`config.mk`:
```
export PLATFORM = sky130hd
export DESIGN_NAME = rf_multiport
export DESIGN_NICKNAME = d
export VERILOG_FILES = /design/src/rtl/rf_multiport.sv
export SDC_FILE = /design/constraint.sdc
export NUM_CORES = 2
export LEC_CHECK = 0
export CAP_MARGIN = 20
export CORE_UTILIZATION = 35
export CTS_CLUSTER_DIAMETER = 200
export CTS_CLUSTER_SIZE = 8
export DETAILED_ROUTE_END_ITERATION = 7
export GPL_TIMING_DRIVEN = 1
export PLACE_DENSITY = 0.52
export SLEW_MARGIN = 20
export SYNTH_ARGS = -nofsm -noshare
export SYNTH_HDL_FRONTEND = slang
export SYNTH_SLANG_ARGS = --single-unit
```
`constraint.sdc`:
```
create_clock -name clk -period 11.2 [get_ports clk]
set_clock_uncertainty 0.2 [all_clocks]
set_input_delay 3.36 -clock clk [delete_from_list [all_inputs] [get_ports clk]]
set_output_delay 3.36 -clock clk [all_outputs]
set_load 0.01 [all_outputs]
```
`src/rtl/rf_multiport.sv`:
```
// Multi-read, dual-write register file with a sweeping synchronous clear.
// Define RF_MULTIPORT_BYPASS_EN to forward same-cycle write data to matching read ports.
module rf_multiport #(
  parameter int unsigned DATA_W  = 32,
  parameter int unsigned ADDR_W  = 5,
  parameter int unsigned N_RD    = 2,
  parameter bit          ZERO_R0 = 1'b1
) (
  input  logic                     clk,
  input  logic                     rst,
  input  logic [N_RD*ADDR_W-1:0]   i_rd_addr,
  output logic [N_RD*DATA_W-1:0]   o_rd_data,
  input  logic [ADDR_W-1:0]        i_wr_addr_a,
  input  logic [DATA_W-1:0]        i_wr_data_a,
  input  logic                     i_wr_en_a,
  input  logic [ADDR_W-1:0]        i_wr_addr_b,
  input  logic [DATA_W-1:0]        i_wr_data_b,
  input  logic                     i_wr_en_b,
  input  logic                     i_clr,
  output logic                     o_busy
);

  localparam int unsigned DEPTH = 2**ADDR_W;

  typedef enum logic {CLEAR, IDLE} state_t;

  state_t            state;
  logic [ADDR_W-1:0] clr_idx;
  logic [ADDR_W-1:0] sweep_addr;
  logic [DATA_W-1:0] mem [DEPTH];

  logic              wr_ok_a;
  logic              wr_ok_b;
  logic [ADDR_W-1:0] ra;
  logic [DATA_W-1:0] rd;

  always_comb begin
    wr_ok_a = i_wr_en_a && (state == IDLE) && !i_clr &&
              !(ZERO_R0 && (i_wr_addr_a == '0));
    wr_ok_b = i_wr_en_b && (state == IDLE) && !i_clr &&
              !(ZERO_R0 && (i_wr_addr_b == '0)) &&
              !(i_wr_en_a && (i_wr_addr_a == i_wr_addr_b));
    // A restart request counts as the sweep step for entry 0
    sweep_addr = i_clr ? '0 : clr_idx;
  end

  always_ff @(posedge clk or posedge rst) begin
    if (rst) begin
      state   <= CLEAR;
      clr_idx <= '0;
    end else begin
      case (state)
        CLEAR: begin
          if (i_clr) begin
            clr_idx <= ADDR_W'(1);
          end else begin
            clr_idx <= clr_idx + 1'b1;
            if (clr_idx == ADDR_W'(DEPTH - 1)) state <= IDLE;
          end
        end
        IDLE: begin
          if (i_clr) begin
            state   <= CLEAR;
            clr_idx <= '0;
          end
        end
        default: begin
          state   <= CLEAR;
          clr_idx <= '0;
        end
      endcase
    end
  end

  // Storage has no reset; contents are only zeroed by the sweep
  always_ff @(posedge clk) begin
    if (state == CLEAR) begin
      mem[sweep_addr] <= '0;
    end else begin
      if (wr_ok_b) mem[i_wr_addr_b] <= i_wr_data_b;
      if (wr_ok_a) mem[i_wr_addr_a] <= i_wr_data_a;
    end
  end

  always_comb begin
    o_rd_data = '0;
    ra        = '0;
    rd        = '0;
    for (int unsigned k = 0; k < N_RD; k++) begin
      ra = i_rd_addr[k*ADDR_W +: ADDR_W];
      rd = mem[ra];
      if (ZERO_R0 && (ra == '0)) rd = '0;
`ifdef RF_MULTIPORT_BYPASS_EN
      if (wr_ok_a && (ra == i_wr_addr_a))      rd = i_wr_data_a;
      else if (wr_ok_b && (ra == i_wr_addr_b)) rd = i_wr_data_b;
`endif
      if (state == CLEAR) rd = '0;
      o_rd_data[k*DATA_W +: DATA_W] = rd;
    end
  end

  assign o_busy = (state == CLEAR);

endmodule
```
Yosys cells after proc, flatten, opt, wreduce, memory -nomap -nowiden
Memory sizes are Yosys's and may differ from the RTL's.
Index checks and enable logic that the tools add are counted.
{"block": "op_classes", "n_mux": 21, "n_eq_ne": 2, "n_bitwise": 1, "n_addsub": 1, "reduce_logical": 17}
{"op": "$mux W32", "count": 5}
{"op": "$reduce_or A32 Y1", "count": 1}
{"op": "$logic_not A5 Y1", "count": 4}
{"op": "$mux W5", "count": 3}
{"op": "$mux W1", "count": 11}
{"op": "$pmux W5 S2", "count": 1}
{"op": "$logic_and A1 B1 Y1", "count": 8}
{"op": "$add A5 B1 Y5 const B", "count": 1}
{"op": "$eq A5 B5 Y1", "count": 1}
{"op": "$eq A5 B5 Y1 const B", "count": 1}
{"op": "$logic_not A1 Y1", "count": 4}
{"op": "$pmux W1 S2", "count": 1}
{"op": "$not A1 Y1", "count": 1}
{"block": "word_totals", "ff_bits": 6, "ram_bits": 1024, "inputBits": 89, "n_memories": 1}
{"name": "mem", "depth": 32, "word_bits": 32, "read_ports": 2, "rd_clocked_by_memory_dff": 0, "write_ports": 2, "line": "30", "text": "logic [DATA_W-1:0] mem [DEPTH];"}

Depth between registers and ports, before layout
{"block": "logic_depth", "depth_word": 9, "ltp_mapped": 9, "mapped_depth_nobuf": 5}

Worst setup path before layout
OpenSTA, ideal clock, no wires.
{"block": "synth_timing", "path_kind": "input to output", "startpoint": "input port i_rd_addr[0]", "endpoint": "output port o_rd_data[10]", "t_required_ns": 7.640, "t_arrival_ns": 5.001, "cell_stages": 7, "path_slack_ns": 2.639, "cell_sequence": "clkbuf_1 > clkbuf_1 > buf_2 > mux4_2 > mux2i_1 > o22a_1 > o221ai_1"}
{"block": "synth_via", "elab_chain_len": 3, "word_cells_on_any_way": 4}
{"element": "from (decl)", "line": "11", "text": "input logic [N_RD*ADDR_W-1:0] i_rd_addr,"}
{"element": "$mem_v2 Z32 W32 or $logic_not A5 Y1 (tied branches)"}
{"element": "$mux W32 (*)", "line": "92", "text": "if (ZERO_R0 && (ra == '0)) rd = '0;"}
{"element": "$mux W32 (*)", "line": "97", "text": "if (state == CLEAR) rd = '0;"}
{"element": "to (decl)", "line": "12", "text": "output logic [N_RD*DATA_W-1:0] o_rd_data,"}
Mark *: on every way between the ends. The rest lies on a longest branch, timed or not.

Worst setup path in the final report
{"block": "layout_timing", "startpoint": "input port i_rd_addr[6]", "endpoint": "output port o_rd_data[62]"}
Same word-level chain as after synthesis.

==> results.md <==
* Status: finished, final reports clean
* Main combinational cell family by area after synthesis: multiplexers
* Sw Ratio at 22.98%
* Residual DRC at 0
* Final hold violations at 0
* Most common cell after layout, fill and taps aside: nand2_1
* Synth cell types at 50
* Layout cells sized above 1 at 19.99%
* Synth Register Bits at 1030
* Top cell type by total area after synthesis: edfxtp_1
* Register area at between 30000 and 40000 µm²
* Max Freq at slightly below 100 MHz
* Worst slew margin at approximately 22%
* Top_reg_cell synth: edfxtp_1
* Hold-fix buffers, CTS at 0
* Crit end category: output port
* Worst-path clk slew at ~0.060 ns
* PostCTS Resize Cnt at 0
* Die width at 410.8 µm
* Sequential cell area fraction in the yosys report at 52.82%
* Syn Nets at 4826
* Comb pwr share at 6.7%
* Row count at 149
* Cell count after synthesis at between 4000 and 5000
* Gpl congestion at ~0.82
* Crit Path Class: in -> out
* Synth top area cells: edfxtp_1 (53%), mux4_2 (20%), o21ai_0 (8.4%), nand2_1 (6.7%), mux2i_1 (4.4%)
* Slew Limit Fails at 0
* DRT Pass-1 Iters at 8
* Final period util at 91.47%
* Vias in the first global route at 40980
* DR vias at roughly 42000
* Flop pwr share at 47.7%
* CTS buffer count at 146
* Nets at approximately 4700
* Tot GR Track Use at 26.67%
* Final Setup Violations at 0
* Period minus WS final at ~10 ns
* Clock power frac at 45.6%
* IR drop worst, VDD at approximately 170 µV
* Post-CTS setup buffers at 0
* Drt total wl at 225.5 mm
* Max_cap viols at 0
* Sw Pwr at 0.002049 W
* Cell Chain, Critical Path: buf_8, nor3_1, or4_2, o22a_1, o221ai_1, clkdlybuf4s50_1
* Mean post-synth cell area at 12.35 µm²
* CP Data Arrival Time at 6.68 ns
* Setup tns final at 0 ns
* Power per cell area at about 130 nW/µm²
* Global-route wire length before repair at 315.2 mm
* Synthesized cell area at 58500 µm²
* Root Buffer: clkbuf_16
* Post-route ant nets at 0
* CTS tree: done
* Leak at 19.46 nW
* I/O Buffers at 153
* RSZ-0062 raised after global routing: false
* Max Root-Sink Buffers at 3
* Synth Area in Adders at 0.04278%
* Crit path required time at 7.64 ns
* Compound-Gate Fraction of Synth Area at a little over a tenth
* Filler cell count at 15300
* IO Pins at 154
* Startpoint Class: input port
* Commonest non-fill, non-tap cells in the layout: nand2_1 (1029), edfxtp_1 (1024), o21ai_0 (974)
* Core outline area at 165400 µm²
* Synth warnings at 0
* Pint at 0.006866 W
* Synth Area in Simple Gates at 7.657%
* H-tree depth at 4
* Max stage delay on crit path at 0.96 ns
* Worst setup margin at 0.9552 ns
* Area of the multi-input gates at 25780 µm²
* Xor/xnor share of the synthesized area at 0.1198%
* DP Worst Slack at 1.180 ns
* P&R area growth vs syn at 13.32%
* Area fraction of the dominant cell type after synthesis at a little over half
* Initial antenna violation count at 15
* Die area at 168800 µm²
* Largest net degree at the start of global routing at 106
* Initial core utilization at 35.38%
* Number of synthesized flops with an enable pin at 1024
* # clock sinks at 1030
* Die Span Y at just over 400 µm
* Worst Tran Pin Value at 1.166 ns
* Grt ovf at 0
* Mux share of post-synthesis cell area at 24.18%
* Vias per std cell at roughly 6.1
* Clk_lat worst skew at 0.78 ns
* Routed WL per cell at 33.11 µm
* Tightest Hold Check Type: reg -> reg
* CP Max Fanout at 22
* Initial DRC Count at 5432
* HPWL Detailed at 123.1 mm
* Slowest cell on crit path: or4_2
* Synth async-reset ratio at less than 1%
[cells by family (layout without fill, tap and decap cells)]
family / after synthesis / count (layout)
AOI/OAI and AO/OA: 1169 / 1169
and+or+nand+nor: 1136 / 1136
DFF: 1030 / 1030
muxes: 773 / 773
buffers and inverters: 617 / 494
xor gates and xnor gates: 8 / 8
adders and majority gates: 2 / 2
other: 0 / 11
[power by group through the flow]
stage	sequential [W]	combinational, W	clock (W)
after floorplan	0.00432	0.000382	0
after global placement	0.00432	0.000604	0
after detailed placement	0.00433	0.000601	0
after CTS	0.00425	0.000602	0.00410
after global routing	0.00425	0.000622	0.00425
final	0.00425	0.000599	0.00406
[worst max-delay path: cells and delay by family]
family                 cells  cell delay, ns
AND/OR/NAND/NOR            2            1.74
buffers and inverters      2            0.82
AO/OA/AOI/OAI              2            0.71
[final timing paths]
check / start / end / slack (ns) / cells after the start
min reg2reg: clr_idx[4]$_DFF_PP0_ / clr_idx[4]$_DFF_PP0_ / 0.45 / 2
max reg2reg: state$_DFF_PP0_ / mem[0][17]$_DFFE_PP_ / 6.68 / 7
max in group asynchronous: rst / clr_idx[1]$_DFF_PP0_ / 8.00 / 2
max: i_rd_addr[6] / o_rd_data[62] / 0.96 / 6
min in group asynchronous: rst / clr_idx[0]$_DFF_PP0_ / 2.60 / 2
min: clr_idx[4]$_DFF_PP0_ / clr_idx[4]$_DFF_PP0_ / 0.45 / 2
[registers in the layout, summed over array words and instances (netlist names)]
register and cells:
clr_idx 5, mem 1024, state 1
[layout make-up]
class / instances / share of cell area (%)
Antenna cell: 11 / 0.04152
Clock buffer: 158 / 5.836
Clock inverter: 4 / 0.05662
Inverter: 38 / 0.2152
Multi-Input combinational cell: 3088 / 38.89
Sequential cell: 1030 / 46.61
Tap cell: 2189 / 4.132
Timing Repair Buffer: 294 / 4.216
[synthesized netlist by cell type (all sizes together), types with 2 or more instances]
| cell | count |
|---|---|
| nor4 | 2 |
| mux2i | 260 |
| o221ai | 64 |
| ha | 2 |
| or2 | 3 |
| nor2 | 50 |
| a21oi | 3 |
| and2 | 2 |
| or3b | 2 |
| a2bb2oi | 4 |
| a31oi | 5 |
| o21bai | 4 |
| nand3 | 5 |
| nor3 | 11 |
| dfrtp | 6 |
| o22ai | 22 |
| clkbuf | 458 |
| nand2b | 3 |
| xor2 | 5 |
| or4 | 2 |
| nor2b | 3 |
| edfxtp | 1024 |
| inv | 38 |
| mux4 | 512 |
| buf | 121 |
| o22a | 64 |
| nand3b | 8 |
| o31ai | 3 |
| xnor2 | 3 |
| nand2 | 1039 |
| o21ai | 996 |
[layer usage]
| metal | wire length, µm | share of wire [%] | vias to the layer above | track usage, % |
|---|---|---|---|---|
| met5 | 38 | 0.017 | - | 0 |
| met4 | 10280 | 4.6 | 6 | 12.09 |
| met3 | 22870 | 10 | 454 | 4.821 |
| met2 | 103800 | 46 | 2380 | 41.68 |
| met1 | 88590 | 39 | 21250 | 36.13 |
| li1 | - | - | 17730 | - |
[stage by stage]
step	hold slack, ns	cells	area, µm²	total power (W)	utilization, %
global route	0.4994	6807	66280	0.009120	40.08
floorplan	0.3928	4735	58500	0.004700	-
detailed placement	0.4513	6637	62350	0.004927	37.70
finish	0.4542	6812	66290	0.008915	40.09
CTS	0.4656	6799	66250	0.008958	40.06
global placement	0.4524	6634	62320	0.004927	37.69
(Power assumes the default switching activity.)
